### src/rtl/sram_arb_pkg.sv
// Shared definitions for the cartridge SRAM arbiter: FSM state encoding,
// owner encoding and the wait-state counter width.
package sram_arb_pkg;

   typedef enum logic [1:0] {
      IDLE   = 2'd0,
      SETUP  = 2'd1,
      STROBE = 2'd2,
      DONE   = 2'd3
   } state_e;

   localparam logic OWNER_SNES = 1'b0;
   localparam logic OWNER_AVR  = 1'b1;

   // Wide enough for WAIT_CYCLES-1 with WAIT_CYCLES up to 15.
   localparam int CNT_W = 4;

endpackage

### src/rtl/sram_arb_pick.sv
// Combinational grant decision. On a tie the port that was not granted
// last wins; the fixed-priority build ties last_grant_i to AVR, which
// makes SNES win every tie.
module sram_arb_pick
   import sram_arb_pkg::*;
(
   input  logic snes_req_i,
   input  logic avr_req_i,
   input  logic last_grant_i,
   output logic gnt_vld_o,
   output logic gnt_owner_o
);

   // Pick the winner among the active requests.
   always_comb begin
      gnt_vld_o   = snes_req_i | avr_req_i;
      gnt_owner_o = OWNER_SNES;
      if (snes_req_i && avr_req_i)
         gnt_owner_o = (last_grant_i == OWNER_SNES) ? OWNER_AVR : OWNER_SNES;
      else if (avr_req_i)
         gnt_owner_o = OWNER_AVR;
   end

endmodule

### src/rtl/sram_arbiter.sv
// Two-port (SNES / AVR) arbiter for the single cartridge SRAM. Latches the
// winner's request, sequences CE/OE/WE with WAIT_CYCLES strobe cycles and
// returns a one-cycle ack plus read data. All outputs are registered.
// Optional: define SRAM_ARB_ROUND_ROBIN_EN for alternating tie-breaks.
module sram_arbiter
   import sram_arb_pkg::*;
#(
   parameter int AWIDTH      = 19,
   parameter int DWIDTH      = 8,
   parameter int WAIT_CYCLES = 2
) (
   input  logic              clk_i,
   input  logic              reset_ni,
   input  logic              snes_req_i,
   input  logic              snes_we_i,
   input  logic [AWIDTH-1:0] snes_addr_i,
   input  logic [DWIDTH-1:0] snes_wdata_i,
   output logic [DWIDTH-1:0] snes_rdata_o,
   output logic              snes_ack_o,
   input  logic              avr_req_i,
   input  logic              avr_we_i,
   input  logic [AWIDTH-1:0] avr_addr_i,
   input  logic [DWIDTH-1:0] avr_wdata_i,
   output logic [DWIDTH-1:0] avr_rdata_o,
   output logic              avr_ack_o,
   output logic [AWIDTH-1:0] sram_addr_o,
   output logic [DWIDTH-1:0] sram_dout_o,
   input  logic [DWIDTH-1:0] sram_din_i,
   output logic              sram_dout_en_o,
   output logic              sram_ce_n_o,
   output logic              sram_oe_n_o,
   output logic              sram_we_n_o,
   output logic              busy_o,
   output logic              owner_o
);

   localparam logic [CNT_W-1:0] CntLoad = CNT_W'(WAIT_CYCLES - 1);

   state_e            state_q;
   logic [CNT_W-1:0]  cnt_q;
   logic              we_q, owner_q, busy_q;
   logic              ce_n_q, oe_n_q, we_n_q, dout_en_q;
   logic              snes_ack_q, avr_ack_q;
   logic [AWIDTH-1:0] addr_q;
   logic [DWIDTH-1:0] dout_q, snes_rdata_q, avr_rdata_q;

   logic              last_grant;
   logic              gnt_vld, gnt_owner;
   logic              gnt_we_d;
   logic [AWIDTH-1:0] gnt_addr_d;
   logic [DWIDTH-1:0] gnt_wdata_d;

`ifdef SRAM_ARB_ROUND_ROBIN_EN
   logic last_grant_q;
   assign last_grant = last_grant_q;
`else
   assign last_grant = OWNER_AVR;
`endif

   sram_arb_pick u_pick (
      .snes_req_i   (snes_req_i),
      .avr_req_i    (avr_req_i),
      .last_grant_i (last_grant),
      .gnt_vld_o    (gnt_vld),
      .gnt_owner_o  (gnt_owner)
   );

   // Request fields of the port that wins this cycle.
   always_comb begin
      gnt_we_d    = snes_we_i;
      gnt_addr_d  = snes_addr_i;
      gnt_wdata_d = snes_wdata_i;
      if (gnt_owner == OWNER_AVR) begin
         gnt_we_d    = avr_we_i;
         gnt_addr_d  = avr_addr_i;
         gnt_wdata_d = avr_wdata_i;
      end
   end

   // Transaction FSM; every strobe/ack output is set one state ahead so it is registered.
   always_ff @(posedge clk_i or negedge reset_ni) begin
      if (!reset_ni) begin
         state_q      <= IDLE;
         cnt_q        <= '0;
         we_q         <= 1'b0;
         owner_q      <= OWNER_SNES;
         busy_q       <= 1'b0;
         ce_n_q       <= 1'b1;
         oe_n_q       <= 1'b1;
         we_n_q       <= 1'b1;
         dout_en_q    <= 1'b0;
         snes_ack_q   <= 1'b0;
         avr_ack_q    <= 1'b0;
         addr_q       <= '0;
         dout_q       <= '0;
         snes_rdata_q <= '0;
         avr_rdata_q  <= '0;
`ifdef SRAM_ARB_ROUND_ROBIN_EN
         last_grant_q <= OWNER_AVR;
`endif
      end else begin
         snes_ack_q <= 1'b0;
         avr_ack_q  <= 1'b0;
         case (state_q)
            IDLE: begin
               if (gnt_vld) begin
                  state_q   <= SETUP;
                  owner_q   <= gnt_owner;
                  we_q      <= gnt_we_d;
                  addr_q    <= gnt_addr_d;
                  dout_q    <= gnt_wdata_d;
                  busy_q    <= 1'b1;
                  ce_n_q    <= 1'b0;
                  oe_n_q    <= gnt_we_d;
                  dout_en_q <= gnt_we_d;
`ifdef SRAM_ARB_ROUND_ROBIN_EN
                  last_grant_q <= gnt_owner;
`endif
               end
            end
            SETUP: begin
               state_q <= STROBE;
               cnt_q   <= CntLoad;
               if (we_q) we_n_q <= 1'b0;
            end
            STROBE: begin
               if (cnt_q == '0) begin
                  state_q <= DONE;
                  we_n_q  <= 1'b1;
                  oe_n_q  <= 1'b1;
                  if (!we_q) begin
                     if (owner_q == OWNER_AVR) avr_rdata_q  <= sram_din_i;
                     else                      snes_rdata_q <= sram_din_i;
                  end
                  if (owner_q == OWNER_AVR) avr_ack_q  <= 1'b1;
                  else                      snes_ack_q <= 1'b1;
               end else begin
                  cnt_q <= cnt_q - CNT_W'(1);
               end
            end
            DONE: begin
               state_q   <= IDLE;
               ce_n_q    <= 1'b1;
               dout_en_q <= 1'b0;
               busy_q    <= 1'b0;
            end
            default: state_q <= IDLE;
         endcase
      end
   end

   assign snes_rdata_o   = snes_rdata_q;
   assign snes_ack_o     = snes_ack_q;
   assign avr_rdata_o    = avr_rdata_q;
   assign avr_ack_o      = avr_ack_q;
   assign sram_addr_o    = addr_q;
   assign sram_dout_o    = dout_q;
   assign sram_dout_en_o = dout_en_q;
   assign sram_ce_n_o    = ce_n_q;
   assign sram_oe_n_o    = oe_n_q;
   assign sram_we_n_o    = we_n_q;
   assign busy_o         = busy_q;
   assign owner_o        = owner_q;

endmodule
### config.mk
export PLATFORM = sky130hd
export DESIGN_NAME = sram_arbiter
export DESIGN_NICKNAME = d
export VERILOG_FILES = /design/src/rtl/sram_arb_pkg.sv /design/src/rtl/sram_arb_pick.sv /design/src/rtl/sram_arbiter.sv
export SDC_FILE = /design/constraint.sdc
export NUM_CORES = 1
export LEC_CHECK = 0
export ABC_AREA = 1
export CORE_MARGIN = 5
export CORE_UTILIZATION = 42
export CTS_CLUSTER_SIZE = 10
export DETAILED_ROUTE_END_ITERATION = 10
export GPL_ROUTABILITY_DRIVEN = 1
export MAX_ROUTING_LAYER = met4
export PLACE_DENSITY_LB_ADDON = 0.2
export RECOVER_POWER = 50
export SETUP_SLACK_MARGIN = 0.2
export SKIP_CTS_REPAIR_TIMING = 1
export SYNTH_ARGS = -nofsm -noshare
export SYNTH_HDL_FRONTEND = slang
export SYNTH_HIERARCHICAL = 1
export SYNTH_SLANG_ARGS = --single-unit
### constraint.sdc
create_clock -name clk_i -period 1.61 [get_ports clk_i]
set_input_delay 0.2415 -clock clk_i [delete_from_list [all_inputs] [get_ports clk_i]]
set_output_delay 0.2415 -clock clk_i [all_outputs]
set_load 0.05 [all_outputs]
### Word level (Yosys, flattened, before mapping)

Index checks and enable logic that the tools add are counted.

| word-level totals | value |
|---|---|
| memory bits (read-only) | 0 |
| memories | 0 |
| logic and storage cells | 66 |
| bits in writable memories | 0 |
| register bits | 58 |
| bits in latches | 0 |
| output and inout bits | 51 |

| operators by class | value |
|---|---|
| $mul | 0 |
| shift-type cells | 0 |
| $add $sub $neg | 1 |
| multiplexer cells | 26 |
| $lt $le $gt $ge | 0 |
| divide/modulo/power cells | 0 |
| bitwise logic cells | 3 |
| reductions and logical operators | 14 |
| equal/unequal tests | 7 |

Operator list:

| cell | number |
|---|---|
| $mux W19 | 1 |
| $mux W1 | 14 |
| $pmux W1 S2 | 5 |
| $mux W8 | 1 |
| $ne A2 B2 Y1 const B | 4 |
| $pmux W2 S4 | 1 |
| $pmux W4 S2 | 1 |
| $reduce_and A2 Y1 | 4 |
| $reduce_and A4 Y1 | 2 |
| $reduce_and A3 Y1 | 2 |
| $reduce_bool A2 Y1 | 3 |
| $eq A2 B2 Y1 const B | 2 |
| $logic_not A4 Y1 | 1 |
| $mux W2 | 2 |
| $mux W4 | 1 |
| $sub A4 B1 Y4 const B | 1 |
| $eq A2 B1 Y1 const B | 1 |
| $logic_not A2 Y1 | 1 |
| $not A1 Y1 | 2 |
| $logic_and A1 B1 Y1 | 1 |
| $or A1 B1 Y1 | 1 |

### Longest topological paths before layout

| depth | value |
|---|---|
| depth after elaboration | 5 |
| mapped depth | 9 |

### Modules after synthesis

The synthesis kept the hierarchy.

By module, submodules not included:

| module | area each (µm²) | cells each | times used |
|---|---|---|---|
| sram_arbiter | 2,670.1 | 305 | 1 |
| sram_arb_pick | 15.0 | 3 | 1 |

### Worst setup path before layout

No wires, ideal clock.

| timing | value |
|---|---|
| kind | register -> register |
| from | register state_q[0] |
| to | register avr_rdata_q[7], in the netlist avr_rdata_o[7] |
| setup slack | 0.194 ns |
| buffers on the path | 2 |
| data arrival time | 1.296 ns |
| stages on the path, launching flop included | 10 |
| data required time | 1.490 ns |
| cell sequence | dfrtp_1 -> inv_1 -> ha_1 -> buf_4 -> inv_2 -> nor2_4 -> nand2_2 -> buf_6 -> nand2_1 -> o21ai_2 |

| on the way | value |
|---|---|
| word-level cells in the longest chain between the ends | 2 |

Ends and longest elaborated chain:

| item | RTL line | text |
|---|---|---|
| start: declaration | sram_arbiter.sv:39 | `state_e state_q;` |
| start signal: assignment | sram_arbiter.sv:83 | `state_q <= IDLE;` |
| start signal: assignment | sram_arbiter.sv:107 | `state_q <= SETUP;` |
| start signal: assignment | sram_arbiter.sv:122 | `state_q <= STROBE;` |
| $eq A2 B2 Y1 | sram_arbiter.sv:104 | `case (state_q)` |
| $reduce_and A4 Y1 (no source line) | -- |  |
| end signal: assignment | sram_arbiter.sv:132 | `if (owner_q == OWNER_AVR) avr_rdata_q <= sram_din_i;` |
| end: declaration | sram_arbiter.sv:45 | `logic [DWIDTH-1:0] dout_q, snes_rdata_q, avr_rdata_q;` |

No other way between the ends.
A chain may end at the register's enable or synchronous reset.

### Worst setup path after layout

| timing | value |
|---|---|
| from | register cnt_q[1] |
| to | register snes_rdata_q[0], in the netlist snes_rdata_o[0] |

| on the way | value |
|---|---|
| word-level cells in the longest chain between the ends | 2 |

Ends and longest elaborated chain:

| item | RTL line | text |
|---|---|---|
| start: declaration | sram_arbiter.sv:40 | `logic [CNT_W-1:0] cnt_q;` |
| start signal: assignment | sram_arbiter.sv:123 | `cnt_q <= CntLoad;` |
| start signal: assignment | sram_arbiter.sv:138 | `cnt_q <= cnt_q - CNT_W'(1);` |
| $logic_not A4 Y1 | sram_arbiter.sv:127 | `if (cnt_q == '0) begin` |
| $reduce_and A4 Y1 (no source line) | -- |  |
| end signal: assignment | sram_arbiter.sv:133 | `else snes_rdata_q <= sram_din_i;` |
| end: declaration | sram_arbiter.sv:45 |  |

No other way between the ends.

==> run summary <==
The flow ran to the end, and the final reports show no timing, DRC or antenna violations. The sequential share of the synthesized area came out at 0.542. The final-report max-slew violation count came to 0. In this run the worst path has a maximum fanout of 8. Setup repair after global routing could not meet its margin everywhere.

The number of diodes came out at 0. The synthesized-area fraction occupied by ao, oa, aoi and oai cells is 0.173. The power share of the sequential group came out at 0.275. The final core utilization came out at 0.664. The count of placed standard cells in the final layout, fillers left out came out at 524. The initial DRC count is 68. STA classifies the critical path endpoint as a register. The sum of negative setup slack came out at 0 ns. The number of global-route vias before repair came out at 2542.

Among all flip-flop cells after synthesis, the most frequent one is sky130_fd_sc_hd__dfrtp_1. The initial antenna violation count is 0. The startpoint identified for the worst register-to-register timing path is cnt_q[1]. The worst-margin pin slew came out at 0.771 ns.

The logic gate share of total power came out at 0.586. The maximum clock insertion buffer count is 2. The async set-reset flop share out of synthesis came out at 1.00.

The critical path data required time came out at 1.87 ns. The number of nets in the final layout came out at 516. The worst path arrival time came out at 1.73 ns.

The final RePlAce weighted congestion came out at 0.773. The power density over the cells is 2320 mW/mm². The switching share of power is 0.512. Among all cell types in the netlist, the one instantiated most often is sky130_fd_sc_hd__nand2_1. The mean routed wirelength per cell is 14.1 µm.

Across the run, the number of max-cap violations was 0. The area fraction of the dominant cell type after synthesis is 0.513. During synthesis, Yosys emitted a total of 6 warnings. When the netlist entered floorplanning its net count stood at 382. The worst setup path startpoint is cnt_q[1].

The worst setup path is launched from a register. After synthesis, the cell types taking the most area are sky130_fd_sc_hd__dfrtp_1, sky130_fd_sc_hd__a21oi_1, sky130_fd_sc_hd__nand2_1. The post-route clock period utilization is 0.914. The cell count after synthesis came out at 308. The standby leakage power is 1.89 nW. The worst setup path is of the register to register kind. The number of buffers created by CTS is 9. Setup violations remaining at the end of the flow were counted as 0. The count of cell types in the netlist came out at 25. For this configuration, the core starts out at a cell density of 0.428. The number of cells in the design after placement came out at 500. The count of boundary I/O pins is 119. The first global-routing pass estimated 11.9 mm of wire. The register clock-pin slew on the reported worst setup and hold paths came out at 0.07 ns.

The peak clock frequency supported by timing came out at 0.679 GHz. Clock tree synthesis selected as its root buffer the cell sky130_fd_sc_hd__clkbuf_8. The net load switching power came out at 4.94 mW.

The combinational family with the most area after synthesis is simple AND/OR/NAND/NOR gates. The remaining global-route overflow came out at 0. The final wirelength came out at 7.41 mm. The source of the worst hold timing path is avr_addr_i[8]. Counting the fill cells in the layout gives 546.

The xor-xnor portion of the synthesized cell area came out at 0. The area of the mapped netlist came out at 0.00269 mm². The simple-gate portion of the synthesized area is 0.188.

In this run the vertical extent of the chip is 90.0 µm. The adder and majority gate portion of the synthesized area is 0.0280. After legalization and detailed placement, the total HPWL measured 5.25 mm.

Counting instances in the post-synthesis netlist gives the leading cell types as sky130_fd_sc_hd__nand2_1, sky130_fd_sc_hd__a21oi_1, sky130_fd_sc_hd__dfrtp_1. The overall via count from detail_route is 2562. The tree built by TritonCTS fans out to 58 sinks. The number of enable flip-flop cells after synthesis is 0.

The number of detailed-routing iterations run before antenna repair came out at 4. The total area inside the core boundary comes to 0.00628 mm². The global router's overall resource usage came out at 0.185. The worst hold slack came out at 0.461 ns.

The post-detailed-route via-to-cell ratio is 4.89. The total count of hold-check failures in the final report came to 0. TritonCTS built the clock tree. On the final layout, the worst clock skew is 0.00882 ns. The portion of synthesized area spent on multiplexers is 0.

The remaining routing DRC violations came out at 0. The synthesized design spends more area on one cell type than any other, namely sky130_fd_sc_hd__dfrtp_1. The total of buffers placed on input and output ports came out at 118. The tightest min-delay check is of the primary input to register type. Of the cells placed in the final design, the portion with a size suffix greater than 1 is 0.246.

The part of the power in the clock network is 0.139. The overall die area came out at 0.00809 mm². In this run, synthesis produced a sequential element count of 58. The post-synthesis to final-layout area growth came out at 55.2%. The largest net degree at the start of global routing is 59. The average footprint of a synthesized cell came out at 8.72 µm². The number of core rows is 29.

Cell internal power was estimated by the tool at 4.72 mW. Clock latency on the worst-skew pair, taken at its later pin, is 0.33 ns. The maximum ir drop on the vdd rail came out at 1280 µV. The clock tree synthesis step divided the H-tree into 3 levels. The count of nets left with antenna violations once routing finished came out at 0.

The final critical-path required period is 1.47 ns. The worst slew margin relative to its limit came out at 0.486. The floorplan die width is 90.0 µm.
power by group through the flow:
stage	Combinational (mW)	Sequential [mW]	Clock, mW
after floorplan	1.61	4.78	0
after global placement	5.48	2.66	0
after detailed placement	5.59	2.67	0
after CTS	5.60	2.66	1.37
after global routing	6.10	2.76	1.44
final	5.66	2.66	1.34
placed cells by master, fill, tap and decap left out, drive strengths merged, types with 3 or more instances in the layout:
cell,n
buf,44
dfrtp,55
nand2,74
dfstp,3
clkbuf,38
inv,24
a21oi,58
nand3,8
o21ai,20
nor2,37
or2,3
clkinv,3
ha,6
clkdlybuf4s50,66
stage by stage:
stage / setup slack [ns] / total power [mW] / cell area [µm²]
final: 0.138 / 9.66 / 4170
after floorplan: 0.214 / 6.40 / 2690
after global placement: 0.0142 / 8.15 / 3890
after global routing: 0.0580 / 10.3 / 4170
after detailed placement: -0.0520 / 8.26 / 3890
after CTS: 0.0135 / 9.62 / 4080
registers in the layout, indices dropped and copies added, names as in the netlist:
name	cells
sram_ce_n_o	1
sram_dout_o	8
busy_o	1
sram_dout_en_o	1
sram_we_n_o	1
avr_rdata_o	8
sram_addr_o	19
sram_oe_n_o	1
avr_ack_o	1
snes_rdata_o	8
snes_ack_o	1
owner_o	1
state_q	2
cnt_q	4
we_q	1
final timing paths:
check,end,slack (ns),cells after the start
max,snes_rdata_o[0],0.14,7
min,sram_addr_o[8],0.46,3
max reg2reg,snes_rdata_o[0],0.14,7
min reg2reg,sram_dout_en_o,0.48,2
max in group asynchronous,state_q[1],0.43,3
min in group asynchronous,sram_dout_o[4],0.64,3
layer usage:
layer  GRT usage  wire (µm)  vias up
met5           -          0        -
met4      0.0868        133        0
met3      0.0643        657       13
met2       0.282       3680       98
met1       0.220       2940     1191
li1            -          -     1260
final cells by class:
cell class / count / area, µm² / area share
sequential: 58 / 1460 / 0.350
timing repair buffer: 137 / 1170 / 0.281
multi-input combinational: 211 / 1150 / 0.275
clock buffer: 12 / 145 / 0.0348
inverter: 25 / 101 / 0.0243
tap: 77 / 96.3 / 0.0231
clock inverter: 4 / 51.3 / 0.0123
logic make-up (layout without fill, tap and decap cells):
family          after synthesis  in the layout
flops                        58             58
other cells                   1              1
simple gates                123            124
compound gates               80             80
buf+inv                      40            178
fa+ha+maj                     6              6
critical path, cell delays in order (launching register included):
cell and delay (ns):
sky130_fd_sc_hd__dfrtp_1 0.40, sky130_fd_sc_hd__inv_2 0.07, sky130_fd_sc_hd__ha_4 0.15, sky130_fd_sc_hd__nand3_2 0.11, sky130_fd_sc_hd__nor2_4 0.26, sky130_fd_sc_hd__buf_6 0.17
sky130_fd_sc_hd__nand2_8 0.08, sky130_fd_sc_hd__o21ai_2 0.16
Power figures use the tool's default switching activity.
